File: config.mk
export PLATFORM = sky130hd
export DESIGN_NAME = race_time_decoder
export DESIGN_NICKNAME = d
export VERILOG_FILES = /design/src/rtl/race_time_decoder_pkg.sv /design/src/rtl/race_time_decoder_capture.sv /design/src/rtl/race_time_decoder.sv
export SDC_FILE = /design/constraint.sdc
export NUM_CORES = 1
export LEC_CHECK = 0
export BUFFER_PORTS_ARGS = -buffer_cell sky130_fd_sc_hd__clkbuf_2
export CAP_MARGIN = 20
export CORE_AREA = 2 2 71 53
export CTS_CLUSTER_SIZE = 20
export DETAILED_ROUTE_END_ITERATION = 16
export DIE_AREA = 0 0 73 55
export PLACE_DENSITY = 0.73
export SKIP_LAST_GASP = 1
export SYNTH_ARGS = -nofsm -noshare
export SYNTH_HDL_FRONTEND = slang
export SYNTH_SLANG_ARGS = --single-unit
File: constraint.sdc
create_clock -name clk -period 2.6 [get_ports clk]
set_clock_uncertainty 0.15 [all_clocks]
set_input_delay 0.52 -clock clk [delete_from_list [all_inputs] [get_ports clk]]
set_output_delay 0.52 -clock clk [all_outputs]
set_load 0.01 [all_outputs]
File: src/rtl/race_time_decoder_pkg.sv
// Shared definitions for the race-logic time decoder: FSM states, default
// geometry and the timeout count.
package race_time_decoder_pkg;

  typedef enum logic [1:0] {
    ST_IDLE = 2'd0,
    ST_RUN  = 2'd1,
    ST_DONE = 2'd2
  } state_t;

  localparam int DEF_N       = 4;
  localparam int DEF_W       = 4;
  localparam int DEF_TIMEOUT = (1 << DEF_W) - 1;

  // Timeout is the largest count a W-bit timestamp can hold.
  function automatic int timeout_count(input int w);
    return (1 << w) - 1;
  endfunction

endpackage

File: src/rtl/race_time_decoder_capture.sv
// One race line: a sticky valid flag plus the count at which the line first
// rose; also exposes its next-state values for the top-level order check.
module race_capture_cell
  import race_time_decoder_pkg::*;
#(
  parameter int W = DEF_W
) (
  input  logic         clk,
  input  logic         rst,
  input  logic         i_clear,
  input  logic         i_capture_en,
  input  logic         i_force_ones,
  input  logic         i_line,
  input  logic [W-1:0] i_count,
  output logic         o_valid,
  output logic [W-1:0] o_time,
  output logic         o_valid_d,
  output logic [W-1:0] o_time_d
);

  logic         r_valid;
  logic [W-1:0] r_time;
  logic         w_cap;
  logic         w_valid_d;
  logic [W-1:0] w_time_d;

  assign w_cap     = i_capture_en & ~r_valid & i_line;
  assign w_valid_d = i_clear ? 1'b0 : (r_valid | w_cap);

  // Valid is kept out of this block so the close decision, which depends on
  // valid, never feeds back through the time path.
  always_comb begin
    w_time_d = r_time;
    if (i_clear) begin
      w_time_d = '0;
    end else if (w_cap) begin
      w_time_d = i_count;
    end else if (i_force_ones && !r_valid) begin
      w_time_d = '1;
    end
  end

  always_ff @(posedge clk or posedge rst) begin
    if (rst) begin
      r_valid <= 1'b0;
      r_time  <= '0;
    end else begin
      r_valid <= w_valid_d;
      r_time  <= w_time_d;
    end
  end

  assign o_valid   = r_valid;
  assign o_time    = r_time;
  assign o_valid_d = w_valid_d;
  assign o_time_d  = w_time_d;

endmodule

File: src/rtl/race_time_decoder.sv
// Timestamps rising edges of the sorter's race wires against a local counter
// and reports whether the captured order is non-decreasing.
module race_time_decoder
  import race_time_decoder_pkg::*;
#(
  parameter int N = DEF_N,
  parameter int W = DEF_W
) (
  input  logic           clk,
  input  logic           rst,
  input  logic           start,
  input  logic [N-1:0]   lines,
  output logic [N*W-1:0] times,
  output logic [N-1:0]   valid,
  output logic           busy,
  output logic           done,
  output logic           sorted_ok
);

  localparam logic [W-1:0] TIMEOUT = W'(timeout_count(W));

  state_t       r_state;
  state_t       w_state_next;
  logic [W-1:0] r_count;
  logic         r_sorted_ok;

  logic         w_run;
  logic         w_start_acc;
  logic         w_all_cap;
  logic         w_timeout;
  logic         w_close;
  logic         w_sorted_d;
  logic [N-1:0] w_valid;
  logic [N-1:0] w_valid_d;
  logic [W-1:0] w_time   [N];
  logic [W-1:0] w_time_d [N];

  assign w_run       = (r_state == ST_RUN);
  assign w_start_acc = start & ~w_run;
  assign w_all_cap   = &w_valid_d;
  assign w_timeout   = (r_count == TIMEOUT);
  assign w_close     = w_run & (w_all_cap | w_timeout);

  for (genvar gi = 0; gi < N; gi++) begin : g_cell
    race_capture_cell #(
      .W (W)
    ) u_cell (
      .clk          (clk),
      .rst          (rst),
      .i_clear      (w_start_acc),
      .i_capture_en (w_run),
      .i_force_ones (w_close),
      .i_line       (lines[gi]),
      .i_count      (r_count),
      .o_valid      (w_valid[gi]),
      .o_time       (w_time[gi]),
      .o_valid_d    (w_valid_d[gi]),
      .o_time_d     (w_time_d[gi])
    );
    assign times[gi*W +: W] = w_time[gi];
  end

  // Order check over the capture set as it will stand after this edge.
  always_comb begin
    w_sorted_d = &w_valid_d;
    for (int i = 0; i < N - 1; i++) begin
      if (w_time_d[i] > w_time_d[i+1]) begin
        w_sorted_d = 1'b0;
      end
    end
  end

  always_ff @(posedge clk or posedge rst) begin
    if (rst) begin
      r_state <= ST_IDLE;
    end else begin
      r_state <= w_state_next;
    end
  end

  always_comb begin
    w_state_next = r_state;
    case (r_state)
      ST_IDLE: if (start) w_state_next = ST_RUN;
      ST_RUN:  if (w_close) w_state_next = ST_DONE;
      ST_DONE: w_state_next = start ? ST_RUN : ST_IDLE;
      default: w_state_next = ST_IDLE;
    endcase
  end

  always_comb begin
    busy = (r_state == ST_RUN);
    done = (r_state == ST_DONE);
  end

  // Counter saturates at the timeout value rather than wrapping.
  always_ff @(posedge clk or posedge rst) begin
    if (rst) begin
      r_count <= '0;
    end else if (w_start_acc) begin
      r_count <= '0;
    end else if (w_run && !w_timeout) begin
      r_count <= r_count + 1'b1;
    end
  end

  always_ff @(posedge clk or posedge rst) begin
    if (rst) begin
      r_sorted_ok <= 1'b0;
    end else if (w_start_acc) begin
      r_sorted_ok <= 1'b0;
    end else if (w_close) begin
      r_sorted_ok <= w_sorted_d;
    end
  end

  assign valid     = w_valid;
  assign sorted_ok = r_sorted_ok;

endmodule

# Word-level counts from Yosys, hierarchy flattened
# Cells that the tools add are included.
[word_totals] register_bits=27 input_bits=7 out_inout_bits=23 word_cells=82
[op_classes] add_sub_neg=1 order_cmp=3 eq_ne=5 mux=27 bitwise=20 n_reduce_logical=15
[op_table] op="4-bit two-way mux" count=14
[op_table] op="4-bit greater-than comparator" count=3
[op_table] op="1-bit bitwise AND" count=10
[op_table] op="1-bit two-way mux" count=10
[op_table] op="2-bit case mux with 3 select lines" count=1
[op_table] op="1-bit logical AND" count=5
[op_table] op="1-bit zero test" count=5
[op_table] op="1-bit inverter" count=5
[op_table] op="1-bit OR" count=5
[op_table] op="4-bit by 1-bit adder with 4-bit output (second input constant)" count=1
[op_table] op="4-bit == test (second input constant)" count=1
[op_table] op="2-bit two-way mux" count=2
[op_table] op="2-bit != test (second input constant)" count=2
[op_table] op="4-bit AND reduction" count=1
[op_table] op="2-bit nonzero test" count=2
[op_table] op="2-bit by 1-bit == test with 1-bit output (second input constant)" count=1
[op_table] op="2-bit == test (second input constant)" count=1
[op_table] op="2-bit zero test" count=1
[op_table] op="2-bit AND reduction" count=1

# Longest topological paths before layout
[logic_depth] depth_word=18 depth_mapped=12 depth_no_buf=11

# Hierarchy
# From an unflattened synthesis, not the netlist that was laid out.
[unflattened] hier_cells=167 area_unflattened_um2=1737.9
[modules_own_cells] mod="race_capture_cell" instances=4 cells_each=22 area_per_inst_um2=266.5 seq_area_each_um2=125.1
[modules_own_cells] mod="race_time_decoder" instances=1 cells_each=79 area_per_inst_um2=671.9 seq_area_each_um2=175.2

# Worst setup path before layout
# Ideal clock, no wire load.
[synth_timing] kind="reg-to-reg" start="register r_count[1]" end="register r_sorted_ok, in the netlist sorted_ok" setup_time_ns=0.065 t_arrival_ns=2.665 required_ns=2.385 setup_slack_ns=-0.281 stages_incl_launch_ff=12 n_path_buf=0 synth_period_minus_slack_ns=2.881 path_cell_list="dfrtp_1 -> ha_1 -> and3_1 -> a31o_1 -> o21a_1 -> o221a_2 -> ha_1 -> nor2b_1 -> nor3_1 -> o21bai_1 -> a2111oi_4 -> a22o_1"
[synth_via] elab_chain_cells=13 word_cells_on_any_way=28 cone_classes="3 x order compare; 1 x eq/ne; 17 x mux; 2 x bitwise; 5 x reduce/logical"
[synth_lines] item="start: declaration" line="race_time_decoder.sv:24" text="logic [W-1:0] r_count;"
[synth_lines] item="start signal: assignment" line="race_time_decoder.sv:103" text="r_count <= r_count + 1'b1;"
[synth_lines] item="4-bit == test" line="race_time_decoder.sv:41" text="assign w_timeout = (r_count == TIMEOUT);"
[synth_lines] item="1-bit OR" line="race_time_decoder.sv:42" text="assign w_close = w_run & (w_all_cap | w_timeout);"
[synth_lines] item="1-bit bitwise AND" line="race_time_decoder.sv:42"
[synth_lines] item="1-bit logical AND" line="race_time_decoder_capture.sv:38" text="end else if (i_force_ones && !r_valid) begin"
[synth_lines] item="4-bit two-way mux" line="race_time_decoder_capture.sv:38"
[synth_lines] item="4-bit two-way mux *" line="race_time_decoder_capture.sv:36" text="end else if (w_cap) begin"
[synth_lines] item="4-bit two-way mux *" line="race_time_decoder_capture.sv:34" text="if (i_clear) begin"
[synth_lines] item="net g_cell[0].u_cell.o_time_d[1]" line="race_time_decoder_capture.sv:18" text="output logic [W-1:0] o_time_d"
[synth_lines] item="4-bit greater-than comparator *" line="race_time_decoder.sv:67" text="if (w_time_d[i] > w_time_d[i+1]) begin"
[synth_lines] item="1-bit two-way mux * (3 in a row)" line="race_time_decoder.sv:67"
[synth_lines] item="1-bit two-way mux *" line="race_time_decoder.sv:112" text="end else if (w_close) begin"
[synth_lines] item="1-bit two-way mux *" line="race_time_decoder.sv:110" text="end else if (w_start_acc) begin"
[synth_lines] item="end signal: assignment" line="race_time_decoder.sv:113" text="r_sorted_ok <= w_sorted_d;"
[synth_lines] item="end: declaration" line="race_time_decoder.sv:25" text="logic r_sorted_ok;"
# Mark *: on every way through the listed nets, which the timed path passes. The rest lies on a longest branch. The select of a mux whose other input is x is not followed.
# A chain may end at the register's enable or synchronous reset.

# Final worst setup path
[layout_timing] start="register r_count[1]" end="register r_sorted_ok, in the netlist sorted_ok"
[layout_via] word_cells_on_any_way=28 cone_classes="3 x order compare; 1 x eq/ne; 17 x mux; 2 x bitwise; 5 x reduce/logical"
[layout_rtl] item="4-bit == test" line="race_time_decoder.sv:41"
[layout_rtl] item="1-bit OR" line="race_time_decoder.sv:42"
[layout_rtl] item="1-bit bitwise AND" line="race_time_decoder.sv:42"
[layout_rtl] item="1-bit logical AND" line="race_time_decoder_capture.sv:38"
[layout_rtl] item="4-bit two-way mux" line="race_time_decoder_capture.sv:38"
[layout_rtl] item="4-bit two-way mux *" line="race_time_decoder_capture.sv:36"
[layout_rtl] item="4-bit two-way mux *" line="race_time_decoder_capture.sv:34"
[layout_rtl] item="net g_cell[2].u_cell.o_time_d[1]" line="race_time_decoder_capture.sv:18"
[layout_rtl] item="4-bit greater-than comparator" line="race_time_decoder.sv:67"
[layout_rtl] item="1-bit two-way mux" line="race_time_decoder.sv:67"
[layout_rtl] item="1-bit two-way mux *" line="race_time_decoder.sv:67"
[layout_rtl] item="1-bit two-way mux *" line="race_time_decoder.sv:112"
[layout_rtl] item="1-bit two-way mux *" line="race_time_decoder.sv:110"
# Marks and branches as above.

==> impl_results.md <==
* Core Area at 3360 sq um
* Io pins at 30
* HPWL Detailed at 3160 um
* Worst Path Max Fanout at 5
* Yosys warns at 0
* Sequential-to-total area share from yosys stat at around 43%
* Fmax at 356 MHz
* Via count at roughly 1.5k
* Commonest non-fill, non-tap cells in the layout: buf_4 (41), clkbuf_2 (29), dfrtp_1 (26)
* Power per cell area at 1480 nW/um^2
* Initial antenna violation count at 0
* H-tree Lvls at 1
* Starting density of the core at 46.5%
* Commonest non-fill, non-tap cell in the layout: buf_4
* Max VDD drop at about 0.00083 V
* Placed Area at 2000 sq um
* Largest net degree at the start of global routing at 28
* Design area at 2160 sq um
* Final worst setup slack at -0.209 ns
* Post-synthesis instance area at ~1600 sq um
* Via-per-instance ratio at 5.84
* Gpl congestion at 0.834
* Ys flop type: dfrtp_1
* Root Driver: clkbuf_8
* Final worst path period need at 2.81 ns
* PortBufs at 29
* GRT Resource Usage Total at 22.7%
* GR Util met1 at 30.3%
* Critical Path AT at 2.89 ns
* Failing checks: setup timing
* Library cells used by synthesis at 38
* HP Class: in2async
* Mapped Cells at 145
* Setup Viol. Count Final at 1
* Fin crit share at 108%
* Syn-to-layout area delta at 38.4%
* Dpl cells at about 240
* Die height at 55 um
* Post-synthesis async set-or-reset flop share at 100%
* Total CTS buffers at 3
* Busiest layer in global routing: met2
* Crit. End Element: flop
* # rows at 18
* #FFs+latches synth at 27
* DR WL/cell at 16.7 um
* Fin. max-slew vios at 0
* Slew headroom at 72.8%
* Mapped Nets at 165
* Layout cell share with drive strength beyond 1 at 47.6%
* Clk_lat worst skew at just under 0.3 ns
* Critical Path RT at 2.68 ns
* Status: finished with violations
* Non-Filler Instances at between 200 and 300
* CTS tree: done
* Hold WS at approximately 0.11 ns
* Ant diodes at 0
* Max clock buf depth at 2
* Mapped Avg Cell Area at around 11 sq um
* CTS sink cnt at 27
* Total gr overflow at 0
* Width of the die at 73 um
* Final core utilization at 64.4%
* First-pass GRT wire length at 6610 um
* NumNets Final at roughly 230
* Crit path kind: reg2reg
* RSZ-0062 raised after global routing: true
* Max cap viols at 0
* Worst-path clk slew at 0.11 ns
* Lkg Pwr at 1.07 nW
* DIE AREA at 4020 sq um
* Final WL at 4160 um
* Number of synthesized flops with an enable pin at 0
* DRT Pass-1 Iters at 4
* # DRC at 0
* Met2 usage at 37.4%
* M3 GR Usage at 4.53%
* Worst-margin pin slew at 0.409 ns
* Final ANT Viol Nets at 0
* Vias in the first global route at 1,417
* Startpoint Class: flop
* Iteration-0 DRC Markers at approximately 120
* Final hold viol count at 0
## synthesized netlist by cell type, types with 2 or more instances
cell | number | share of area (%)
a22o_1 | 4 | 2.2
ha_1 | 13 | 10
inv_1 | 10 | 2.4
nor3_1 | 2 | 0.64
nor2b_1 | 4 | 1.6
dfrtp_1 | 27 | 43
nand4_1 | 4 | 1.6
o221ai_1 | 12 | 6.7
nand2_1 | 10 | 2.4
o221a_2 | 2 | 1.4
buf_2 | 4 | 1.3
a21oi_1 | 4 | 1.3
nor2_1 | 8 | 1.9
o221a_1 | 7 | 5.0
o21a_1 | 2 | 0.96
o21ai_0 | 7 | 2.2
buf_4 | 4 | 1.9
## area by class of cell
class | count | area (sq um)
Clock buffer | 3 | 41.3
Clock inverter | 1 | 7.51
Fill cell | 259 | 1190
Inverter | 11 | 41.3
Multi-Input combinational cell | 97 | 880
Sequential cell | 27 | 677
Tap cell | 40 | 50.0
Timing Repair Buffer | 71 | 464
## worst max-delay path: stages (launching register included)
cell and delay [ns]:
dfrtp_2 0.44, ha_4 0.17, and3_4 0.19, a31o_1 0.22, o21a_4 0.25, o221a_1 0.23
ha_1 0.29, nor2b_1 0.13, o21ai_1 0.14, a21oi_2 0.10, a2111oi_4 0.28, a22o_1 0.19
## worst paths after layout
check	startpoint	endpoint	slack, ns	depth (start not counted)
min in group clk	start	r_count[3]	0.38	3
worst max register to register	r_count[1]	sorted_ok	-0.21	11
worst min register to register	sorted_ok	sorted_ok	0.42	1
max in group asynchronous	rst	r_count[1]	1.89	3
worst max-delay path	r_count[1]	sorted_ok	-0.21	11
worst min-delay path	rst	g_cell[2].u_cell.o_valid	0.11	3
## cell families after synthesis
family	count (synthesis)	synth area share, %
AO/OA/AOI/OAI	47	26.7
XOR/XNOR	1	0.561
multiplexers	1	0.641
flip-flops	27	43.3
adder cells (fa/ha/maj)	13	10.4
AND/OR/NAND/NOR	35	11.6
buffers and inverters	21	6.81
## metal layers
metal / share of wire, % / vias to the layer above
met5: 0 / -
met4: 1.5 / 0
met3: 5.4 / 8
met2: 46 / 64
met1: 47 / 709
li1: - / 678
## repair_timing
| action | CTS | global route |
|---|---|---|
| pin swaps | 17 | 11 |
| gates resized for setup | 10 | 4 |
| buffers inserted | 5 | 2 |
| hold buffers | 0 | 0 |
| setup endpoints to repair | 1 | 1 |
## flip-flops by register name, summed over array words and instances, names as in the netlist
name	flops
g_cell.u_cell.o_valid	4
g_cell.u_cell.o_time	16
r_state	2
sorted_ok	1
r_count	4
## power by group
group	switching [mW]	leakage, nW	total (mW)	internal [mW]
logic	1.15	0.702	2.23	1.08
clock network	0.141	0.0217	0.250	0.109
registers	0.134	0.343	0.725	0.591
## per-stage QoR
| stage | TNS, ns | worst slack, ns | total power [mW] |
|---|---|---|---|
| floorplan | -0.127 | -0.127 | 2.01 |
| global placement | -0.329 | -0.329 | 2.61 |
| detailed placement | -0.417 | -0.417 | 2.71 |
| CTS | -0.183 | -0.183 | 3.12 |
| global route | -0.325 | -0.325 | 3.47 |
| finish | -0.209 | -0.209 | 3.20 |
(Power assumes the default switching activity.)
